**src/rtl/y_line_fetch.sv**
```systemverilog
// Y line fetch: reads one or two lines from the single-port Y SRAM for each
// decoded address pair and holds them for the compute stage until accepted.
//
// state | meaning
// IDLE  | ready for a new address pair
// RD1   | issue the read of addr1
// RD2   | issue the read of addr2 (double mode only)
// CAP   | capture returning SRAM data into the holding buffer
// HOLD  | present both lines until out_ready
module y_line_fetch #(
  parameter int ADDR_W = 11,
  parameter int DATA_W = 256,
  parameter int CNT_W  = 16
) (
  input  logic              clock,
  input  logic              reset,
  input  logic              req_valid,
  output logic              req_ready,
  input  logic [ADDR_W-1:0] req_addr1,
  input  logic [ADDR_W-1:0] req_addr2,
  input  logic              req_single,
  output logic              sram_en,
  output logic [ADDR_W-1:0] sram_addr,
  input  logic [DATA_W-1:0] sram_rdata,
  output logic              out_valid,
  input  logic              out_ready,
  output logic [DATA_W-1:0] out_data1,
  output logic [DATA_W-1:0] out_data2,
  output logic [CNT_W-1:0]  rd_count
);

  localparam logic [2:0] IDLE = 3'd0;
  localparam logic [2:0] RD1  = 3'd1;
  localparam logic [2:0] RD2  = 3'd2;
  localparam logic [2:0] CAP  = 3'd3;
  localparam logic [2:0] HOLD = 3'd4;

  localparam logic [1:0] M_DOUBLE = 2'd0;
  localparam logic [1:0] M_SINGLE = 2'd1;
  localparam logic [1:0] M_DUP    = 2'd2;

  logic [2:0]        state;
  logic [1:0]        mode;
  logic [ADDR_W-1:0] addr1_q;
  logic [ADDR_W-1:0] addr2_q;
  logic              en_line;
  logic              rvalid;
  logic              rline;
  logic              last_line;

  assign req_ready = reset && (state == IDLE);

  // The read that returns last is line 2 in double mode, line 1 otherwise.
  assign last_line = (mode != M_DOUBLE) || rline;

  always_ff @(posedge clock) begin
    if (!reset) begin
      state     <= IDLE;
      mode      <= M_DOUBLE;
      addr1_q   <= '0;
      addr2_q   <= '0;
      sram_en   <= 1'b0;
      sram_addr <= '0;
      en_line   <= 1'b0;
      rvalid    <= 1'b0;
      rline     <= 1'b0;
      out_valid <= 1'b0;
      out_data1 <= '0;
      out_data2 <= '0;
      rd_count  <= '0;
    end else begin
      sram_en <= 1'b0;
      // rvalid/rline mark the cycle in which sram_rdata carries a read result.
      rvalid  <= sram_en;
      rline   <= en_line;

      case (state)
        IDLE: begin
          if (req_valid) begin
            addr1_q <= req_addr1;
            addr2_q <= req_addr2;
            if (req_single)
              mode <= M_SINGLE;
            else if (req_addr1 == req_addr2)
              mode <= M_DUP;
            else
              mode <= M_DOUBLE;
            state <= RD1;
          end
        end

        RD1: begin
          sram_en   <= 1'b1;
          sram_addr <= addr1_q;
          en_line   <= 1'b0;
          if (rd_count != '1)
            rd_count <= rd_count + CNT_W'(1);
          state <= (mode == M_DOUBLE) ? RD2 : CAP;
        end

        RD2: begin
          sram_en   <= 1'b1;
          sram_addr <= addr2_q;
          en_line   <= 1'b1;
          if (rd_count != '1)
            rd_count <= rd_count + CNT_W'(1);
          state <= CAP;
        end

        CAP: begin
          if (rvalid) begin
            if (!rline) begin
              out_data1 <= sram_rdata;
              if (mode == M_SINGLE)
                out_data2 <= '0;
              else if (mode == M_DUP)
                out_data2 <= sram_rdata;
            end else begin
              out_data2 <= sram_rdata;
            end
            if (last_line) begin
              out_valid <= 1'b1;
              state     <= HOLD;
            end
          end
        end

        HOLD: begin
          if (out_ready) begin
            out_valid <= 1'b0;
            state     <= IDLE;
          end
        end

        default: state <= IDLE;
      endcase
    end
  end

endmodule
```
**config.mk**
```make
export PLATFORM = sky130hd
export DESIGN_NAME = y_line_fetch
export DESIGN_NICKNAME = d
export VERILOG_FILES = /design/src/rtl/y_line_fetch.sv
export SDC_FILE = /design/constraint.sdc
export NUM_CORES = 1
export LEC_CHECK = 0
export CELL_PAD_IN_SITES_DETAIL_PLACEMENT = 0
export CELL_PAD_IN_SITES_GLOBAL_PLACEMENT = 2
export CORE_AREA = 4 4 318 320
export DETAILED_ROUTE_END_ITERATION = 8
export DIE_AREA = 0 0 322 324
export PLACE_DENSITY_LB_ADDON = 0.1
export SLEW_MARGIN = 30
export SYNTH_ARGS = -nofsm -noshare
export SYNTH_HDL_FRONTEND = slang
export SYNTH_SLANG_ARGS = --single-unit
```
**constraint.sdc**
```tcl
create_clock -name clock -period 3.85 [get_ports clock]
set_input_delay 0.5775 -clock clock [delete_from_list [all_inputs] [get_ports clock]]
set_output_delay 0.5775 -clock clock [all_outputs]
set_load 0.02 [all_outputs]
```
==> metrics <==
status completed; post-synthesis cell type count between 40 and 50; Synth top cells by count nand2_1 (831), dfxtp_1 (571), a21oi_1 (553); Post-DP HPWL 70,000 um; GRT overflow 0; CP Capture Type output pin; switching pwr ~3.2 mW; Synth Flop Type dfxtp_1; first-pass GRT wire length about 140,000 um; die area 104,000 sq um; # setup viols final 0; core area slightly below 100,000 sq um; largest cells by area after synthesis dfxtp_1 (56%), nand2_1 (15%), a21oi_1 (14%), nand3_1 (6.3%), clkbuf_1 (2.5%); cells along the critical path nand2b_1 > nor3_1 > clkdlybuf4s50_1; CTS buffer count 72; Comb pwr share 0.066; DR vias/cell 4.46; setup TNS 0 ps; pre-CTS setup slack 1300 ps; Slew headroom 0.470; Fin. Hold Viols 0; average cell area after synthesis between 7 and 8 sq um; worst skew pair latency 620 ps; RSZ-0062 raised after global routing no; Routed WL just over 100,000 um; M3 GR Usage 0.0751; Synth top area share 0.558; most common cell in the netlist nand2_1; clk buf depth 3; min cycle time layout 2700 ps; routed len/inst 21.8 um; WP data arrival approximately 2100 ps; measured slew at the worst slew-check pin 795 ps; Post-Syn Area 20,500 sq um; Synth area leader dfxtp_1; I/O Buffers 824; synthesis-to-layout area growth 57.7%; Detail Route Antenna Nets 0; Setup WS post-layout 1150 ps; peak supply drop between 0.2 and 0.25 mV; clock skew 15.9 ps; # rows 115; GRT busiest layer met2; clock share of power 0.484; slowest CP cell clkdlybuf4s50_1; Sw Share 0.237; Residual DRC 0; I/O pins 825; multi-input logic area 8160 sq um; Net Count, Synth approximately 2,900; routing usage on met2 0.325; total power divided by cell area between 400 and 500 nW/um^2; M1 GR Usage 0.201; cell-internal power 10.2 mW; # resized after CTS 0; Required @ worst endpoint between 3000 and 4000 ps; Hold Path Cell Cnt 2; Reg clk slew, reported paths 60 ps; sequential share of the synthesized area 0.558; post-CTS setup buffer count 0; CTS tree built; Slew Viols, Final 0; initial core utilization 0.209; max_cap viols 0; Setup crit start kind flop; Die Wd 322 um; Via Count 20,640; H-Tree Depth 3; fin nets 3,568; GR Util All Layers 0.184; GPL Wtd Cong 0.802; Num Clock Sinks 571; largest net degree at the start of global routing 127; Post-synth EDFFs 0; Iter 0 DRT Violations 986; critical path class flop to output pin; crit-path max cell delay 640 ps; clock root cell clkbuf_16; Hold WC Path Type flop to flop; total leakage power 10.3 nW; initial antenna violation count 20; sequential power share 0.450; final worst-path cycle share 0.702; layout cell share with drive strength beyond 1 0.0435; hold buffers post-CTS 0; Peak Freq 370 MHz; Layout fillers 10,298; Critical Path Fanout Max 10; r2r worst-path depth 6; die height 324 um; Reg area around 11,000 sq um; Yosys warning count 0; Async SR Flop Fraction 0; DR pass1 iterations 5; vias in the first global route 20,252; Synth Instances 2,566; flops & latches, synth 571
power by group through the flow:
stage	registers (mW)	clock network (mW)	logic (mW)
5_1_grt	6.01	6.95	0.954
4_1_cts	6.01	6.73	0.901
6_report	6.01	6.46	0.882
3_5_place_dp	6.14	0	0.896
3_3_place_gp	6.13	0	0.894
2_1_floorplan	6.16	0	0.287
cell type report:
class / count / area share
diodes: 11 / 0.000853
inverters: 2 / 0.000465
clock inverters: 8 / 0.00159
clock buffers: 116 / 0.0666
multi-input cells: 1776 / 0.253
well taps: 1287 / 0.0499
repair buffers: 861 / 0.274
flip-flops and latches: 571 / 0.354
kinds of logic after synthesis:
| family | after synthesis | share of synthesized area |
|---|---|---|
| AND/OR/NAND/NOR | 1164 | 0.238 |
| AO/OA/AOI/OAI | 588 | 0.147 |
| flip-flops | 571 | 0.558 |
| buffers and inverters | 219 | 0.0456 |
| XOR/XNOR | 13 | 0.00556 |
| multiplexers | 10 | 0.00489 |
| adder cells (fa/ha/maj) | 1 | 0.000611 |
flip-flops by register name, indices dropped and copies added, names as in the netlist:
register / cells
rline: 1
out_valid: 1
addr2_q: 11
out_data1: 256
sram_addr: 11
rd_count: 16
rvalid: 1
addr1_q: 11
en_line: 1
mode: 2
sram_en: 1
state: 3
out_data2: 256
final timing paths:
check                      from        endpoint  slack, ps
setup / recovery       state[2]       req_ready       1150
hold / removal    out_data2[59]   out_data2[59]        450
setup reg to reg       state[1]  out_data2[115]       1400
hold reg to reg   out_data2[59]   out_data2[59]        450
stage by stage:
step | hold WS (ps) | cells | area [sq um] | power, mW | utilization
finish | 449 | 4632 | 32300 | 13.3 | 0.329
global placement | 437 | 4497 | 30100 | 7.03 | 0.306
floorplan | 431 | 2566 | 20500 | 6.44 | -
CTS | 450 | 4621 | 32300 | 13.6 | 0.329
detailed placement | 443 | 4497 | 30100 | 7.03 | 0.306
global route | 462 | 4627 | 32300 | 13.9 | 0.329
per-layer routing:
layer | vias up | wire length [um]
met4 | 18 | 2890
met2 | 657 | 50200
li1 | 10009 | -
met1 | 9798 | 39000
met5 | - | 126
met3 | 158 | 9030
critical path: cells and delay by family (launching register included):
kind	cells	cell delay (ps)
flip-flops	1	460
buffers and inverters	1	640
AND/OR/NAND/NOR	2	410
cells in the final DEF, fill, tap and decap left out, drive strengths merged, types with 3 or more instances in the layout:
master         synthesis  routed
or4                    3       3
xor2                  13      13
clkinv                 0       5
nor4                   7       7
inv                    2       5
a21oi                553     553
a211oi                 7       7
or3                    7       7
diode                  0      11
nor2                  21      21
clkdlybuf4s50          0     824
mux2i                 10      10
dfxtp                571     571
nand3                259     259
nand2b                 5       5
nor3                   7       7
o21ai                 11      11
buf                   81      37
a22oi                  5       5
o31ai                  4       4
nand4                  8       8
nand2                831     831
clkbuf               136     116
Power figures use the tool's default switching activity.
==> patch 1, RTL diff (config.mk and constraints unchanged) <==
Change the parameter `DATA_W` from 256 to 260.
--- a/src/rtl/y_line_fetch.sv
+++ b/src/rtl/y_line_fetch.sv
@@ -9,7 +9,7 @@
 // HOLD  | present both lines until out_ready
 module y_line_fetch #(
   parameter int ADDR_W = 11,
-  parameter int DATA_W = 256,
+  parameter int DATA_W = 260,
   parameter int CNT_W  = 16
 ) (
   input  logic              clock,
Interface: changed (resized out_data1, out_data2 and sram_rdata); port bits go from 825 to 837. The function was not compared with the original's and may differ.
==> patch 1 against the unedited design <==
Clock skew grew 1.5 ps; cell count rose by 1.1%; largest power group unchanged; combinational power rose by 12%; cell area increased by 5.6%; non-clock buffer count is 9 higher; register-to-register slack lost 20 ps; die area unchanged; synthesized area is 8.9% higher; wire length rose by 2.1%; sequential cell count up 8; worst setup slack got worse by 300 ps; core utilization is 1.9 points higher; power rose by 3.5%.
==> patch 1: results (changes against the unedited design) <==
stage,metric,value,unit,change
placement,Placed Cells,4533,,+0.80%
route,drt pass-1 iters,5,,unchanged
finish,layout cells sized above 1,0.0454,,+0.00191
grt,GRT met1 Usage,0.205,,+0.00450
yosys,Synth Warn #,0,,unchanged
clocking,Max clock buf depth,3,,unchanged
grt,first-pass GRT wire length,146000,um,+1.5%
placement,"Cell Area, Placed",0.0317,mm2,+5.5%
yosys,"Seq/Total Area, Yosys",0.520,,-0.0386
critical_path,Critical R2R Launch,state[0],,
grt,total global routing overflow,0,,unchanged
placement,PortBufs,836,,+1.5%
hold_path,HP Start,reset,,
route,vias,20800,,+0.94%
run_status,status,"complete, no violations",,
route,met3 wire len,8130,um,-10%
clocking,clk slew on worst S/H paths,60,ps,about the same
grt,largest net degree at the start of global routing,211,,+66%
grt,vias in the first global route,20500,,+1.2%
timing,min Tclk post-route,3000,ps,+297 ps
critical_path,Reg2Reg Depth,5,,-1
route,Avg Vias per Cell,4.45,,-0.12%
grt,met3 usage,0.0681,,-0.00705
critical_path,end point of the critical path,req_ready,,
yosys,syn nets,2885,,+1.2%
critical_path,worst-path fanout max,14,,+4
clocking,cts repair resizes,0,,unchanged
grt,antenna violations before repair,31,,+55%
pwr,Worst VDD drop,0.232,mV,-5.9%
clocking,H-Tree Depth,3,,unchanged
critical_path,CP peak stage delay,620,ps,-20 ps
pwr,sw power,3.23,mW,+2.0%
finish,Layout fillers,10200,,-0.62%
route,Initial DRC Count,944,,-4.3%
finish,post-layout net count,3610,,+1.2%
finish,registers with the most flip-flops,"out_data1: 260 flops, out_data2: 260 flops, rd_count: 16 flops",,
placement,GPL Wtd Cong,0.798,,-0.49%
critical_path,CP arrival,2420,ps,+300 ps
hold_path,HP Class,in2reg,,
yosys,synth unique cells,48,,+6.7%
route,WL met1,39400,um,+1.2%
pwr,leakage,11.2,nW,+8.4%
route,WL met2,52500,um,+4.7%
critical_path,Slowest cell on crit path,clkdlybuf4s50_1,,
critical_path,"delay-heaviest family, CP",buffers and inverters,,
placement,DP Wirelength,72800,um,+4.0%
clocking,CTS Buf Count,73,,+1.4%
yosys,synthesized instance count,2597,,+1.2%
critical_path,r2r setup slk,1380,ps,-20 ps
yosys,largest cells by area after synthesis,"dfxtp_1 (52%), nand2_1 (14%), a21boi_0 (9.5%)",,
grt,met2 Use GR,0.332,,+0.00688
critical_path,Crit. Startpoint,state[2],,
timing,Slew @ Worst Pin,957,ps,+161 ps
grt,total track usage,0.188,,+0.00410
yosys,Synth top cells by count,"nand2_1 (846), dfxtp_1 (579), a21boi_0 (281)",,
critical_path,Worst R2R End,out_data2[28],,
clocking,worst skew pair latency,620,ps,about the same
placement,Place WS,1320,ps,+22.3 ps
timing,Clock Skews,17.4,ps,+1.51 ps
route,WL per Instance,22.1,um,+1.1%
patch 1: cell types whose count changed in the layout (fill, tap and decap cells not counted), sizes merged, moves of 7 or more:
cell           change
dfxtp              +8
nand3             +11
clkdlybuf4s50     +11
nand2             +16
a21oi            -545
a211oi             -7
o211a              +7
a21boi           +548
diode             +13
nor2               -9
patch 1: worst min path at each step:
stage | end | slack [ps] | cells after the start
detailed placement | out_data2[186] | 440 | 2
floorplan | addr1_q[10] | 440 | 2
finish | rd_count[11] | 390 | 3
global placement | out_data2[81] | 440 | 2
CTS | rd_count[11] | 330 | 3
global route | rd_count[11] | 370 | 3
patch 1: final cells by class:
class | count | area [um2] | share of cell area
sequential | 579 | 11600 | 0.340
multi-input combinational | 1795 | 9650 | 0.283
timing repair buffer | 870 | 8860 | 0.260
clock buffer | 110 | 2220 | 0.0651
tap | 1287 | 1610 | 0.0472
clock inverter | 13 | 100 | 0.00293
antenna | 24 | 60.1 | 0.00176
inverter | 3 | 11.3 | 0.000330
patch 1: power groups by stage:
stage | clock network, mW | registers [mW] | logic (mW)
2_1_floorplan | 0 | 6.27 | 0.359
3_3_place_gp | 0 | 6.24 | 0.998
3_5_place_dp | 0 | 6.24 | 0.997
4_1_cts | 7.01 | 6.11 | 1.00
5_1_grt | 7.23 | 6.11 | 1.06
6_report | 6.71 | 6.11 | 0.985
patch 1: cell families (layout without fill, tap and decap cells):
group	count (synthesis)	in the layout	share of synthesized area
and+or+nand+nor	1175	1175	0.221
muxes	13	13	0.00583
buffers and inverters	223	996	0.0490
xor gates and xnor gates	13	13	0.00595
DFF	579	579	0.520
adders and majority gates	1	1	0.000561
AOI/OAI and AO/OA	593	593	0.198
other	0	24	0
==> patch 2, RTL diff (config.mk and constraints unchanged) <==
Without the edit above. Reset style: asynchronous (`reset`), changed in one clocked block.
--- a/src/rtl/y_line_fetch.sv
+++ b/src/rtl/y_line_fetch.sv
@@ -53,7 +53,7 @@
   // The read that returns last is line 2 in double mode, line 1 otherwise.
   assign last_line = (mode != M_DOUBLE) || rline;
 
-  always_ff @(posedge clock) begin
+  always_ff @(posedge clock or negedge reset) begin
     if (!reset) begin
       state     <= IDLE;
       mode      <= M_DOUBLE;
Check against the original RTL: not settled (the Yosys comparison gave no result); the edit may change what the design does.
==> patch 2 against the unedited design <==
Wire length fell by 11%; worst hold slack got worse by 51 ps; first-iteration DRC count down 27%; cell area increased by 6.2%; largest cell class unchanged; critical endpoint unchanged; worst setup slack worse by 390 ps; synthesized area grew 7.8%; global-route usage shrank 1.6 points; die area unchanged; sequential cell count did not move.
Power is not compared: it rests on default switching activity, and its combinational part moved more than twofold at a synthesized area within 25%.
==> patch 2: results (changes against the unedited design) <==
stage,metric,value,unit,change
critical_path,CP arrival,2510,ps,+390 ps
placement,Place WS,1280,ps,-13.7 ps
route,met3 wire len,6470,um,-28%
finish,Layout fillers,9916,,-3.7%
yosys,Post-synth ARST share,1.00,,+1.00
pwr,Worst VDD drop,0.476,mV,
pwr,Pwr Total,33.3,mW,
yosys,synth unique cells,40,,-11%
grt,met3 usage,0.0550,,-0.0201
critical_path,worst-path fanout max,22,,+12
finish,layout cells sized above 1,0.0703,,+0.0268
clocking,cts repair resizes,0,,unchanged
yosys,Compound-Gate Fraction of Synth Area,0.0677,,-0.0792
placement,Placed Cells,3885,,-14%
timing,Clock Skews,19.6,ps,+3.71 ps
grt,vias in the first global route,17800,,-12%
yosys,"Seq/Total Area, Yosys",0.647,,+0.0888
pwr,Seq power,10.5,mW,
finish,post-layout net count,2959,,-17%
pwr,switching share of total power,0.390,,
placement,GPL Wtd Cong,0.779,,-2.8%
route,Post-Route WL,90100,um,-11%
grt,antenna violations before repair,13,,-35%
route,WL met2,48900,um,-2.4%
clocking,Clk Tree Root Cell,clkbuf_16,,
yosys,largest cells by area after synthesis,"dfrtp_1 (65%), mux2_1 (12%), nand2_1 (9.0%)",,
clocking,worst skew pair latency,620,ps,about the same
route,Avg Vias per Cell,4.16,,-6.5%
yosys,Post-Synth Adder-Cell Area,0.000567,,-0.0000444
critical_path,"delay-heaviest family, CP",flip-flops,,
placement,DP Wirelength,66600,um,-4.9%
clocking,clk slew on worst S/H paths,50,ps,
grt,first-pass GRT wire length,129000,um,-11%
route,drt pass-1 iters,4,,-1
pwr,Top Consumer,combinational cells,,
clocking,hold buffer count at CTS,1,,+1
grt,met2 Use GR,0.317,,-0.00784
run_status,status,"complete, no violations",,
yosys,syn nets,2156,,-24%
grt,total track usage,0.167,,-0.0161
yosys,Synth top cells by count,"dfrtp_1 (571), nand2_1 (529), mux2_1 (242)",,
grt,GRT met1 Usage,0.175,,-0.0261
route,Top Layer Used,met5,,
yosys,Synth Area in XOR/XNOR,0.00992,,+0.00436
clocking,H-Tree Depth,3,,unchanged
yosys,synthesized instance count,1872,,-27%
clocking,CTS Buf Count,74,,+2.8%
grt,largest net degree at the start of global routing,187,,+47%
timing,Slew @ Worst Pin,920,ps,+125 ps
route,Initial DRC Count,722,,-27%
critical_path,CP peak stage delay,660,ps,+20 ps
finish,post-route insts no fill,4026,,-13%
placement,"Cell Area, Placed",0.0317,mm2,+5.5%
yosys,post-synthesis mux area share,0.143,,+0.138
critical_path,Slowest cell on crit path,dfrtp_1,,
route,WL met1,32100,um,-18%
==> patch 2: layout make-up <==
type | instances | area [um2] | share of cell area
sequential | 571 | 14300 | 0.417
timing repair buffer | 847 | 8560 | 0.249
multi-input combinational | 1176 | 7250 | 0.211
clock buffer | 113 | 2240 | 0.0654
tap | 1287 | 1610 | 0.0469
clock inverter | 21 | 315 | 0.00919
inverter | 5 | 18.8 | 0.000547
antenna | 6 | 15.0 | 0.000438
==> patch 2: worst reg2reg max path: stages, from the launching register on <==
cell and delay (ps):
dfrtp_1 660, nor3_4 500, buf_4 730, mux2_1 510
==> patch 2: final timing paths <==
check	start	endpoint	slack, ps	cells past startpoint
min in group asynchronous	reset	out_data2[34]	450	2
max in group asynchronous	reset	addr1_q[6]	1860	4
min	en_line	rline	400	0
max reg2reg	state[2]	out_data1[146]	1330	3
max	state[2]	req_ready	760	3
min reg2reg	en_line	rline	400	0
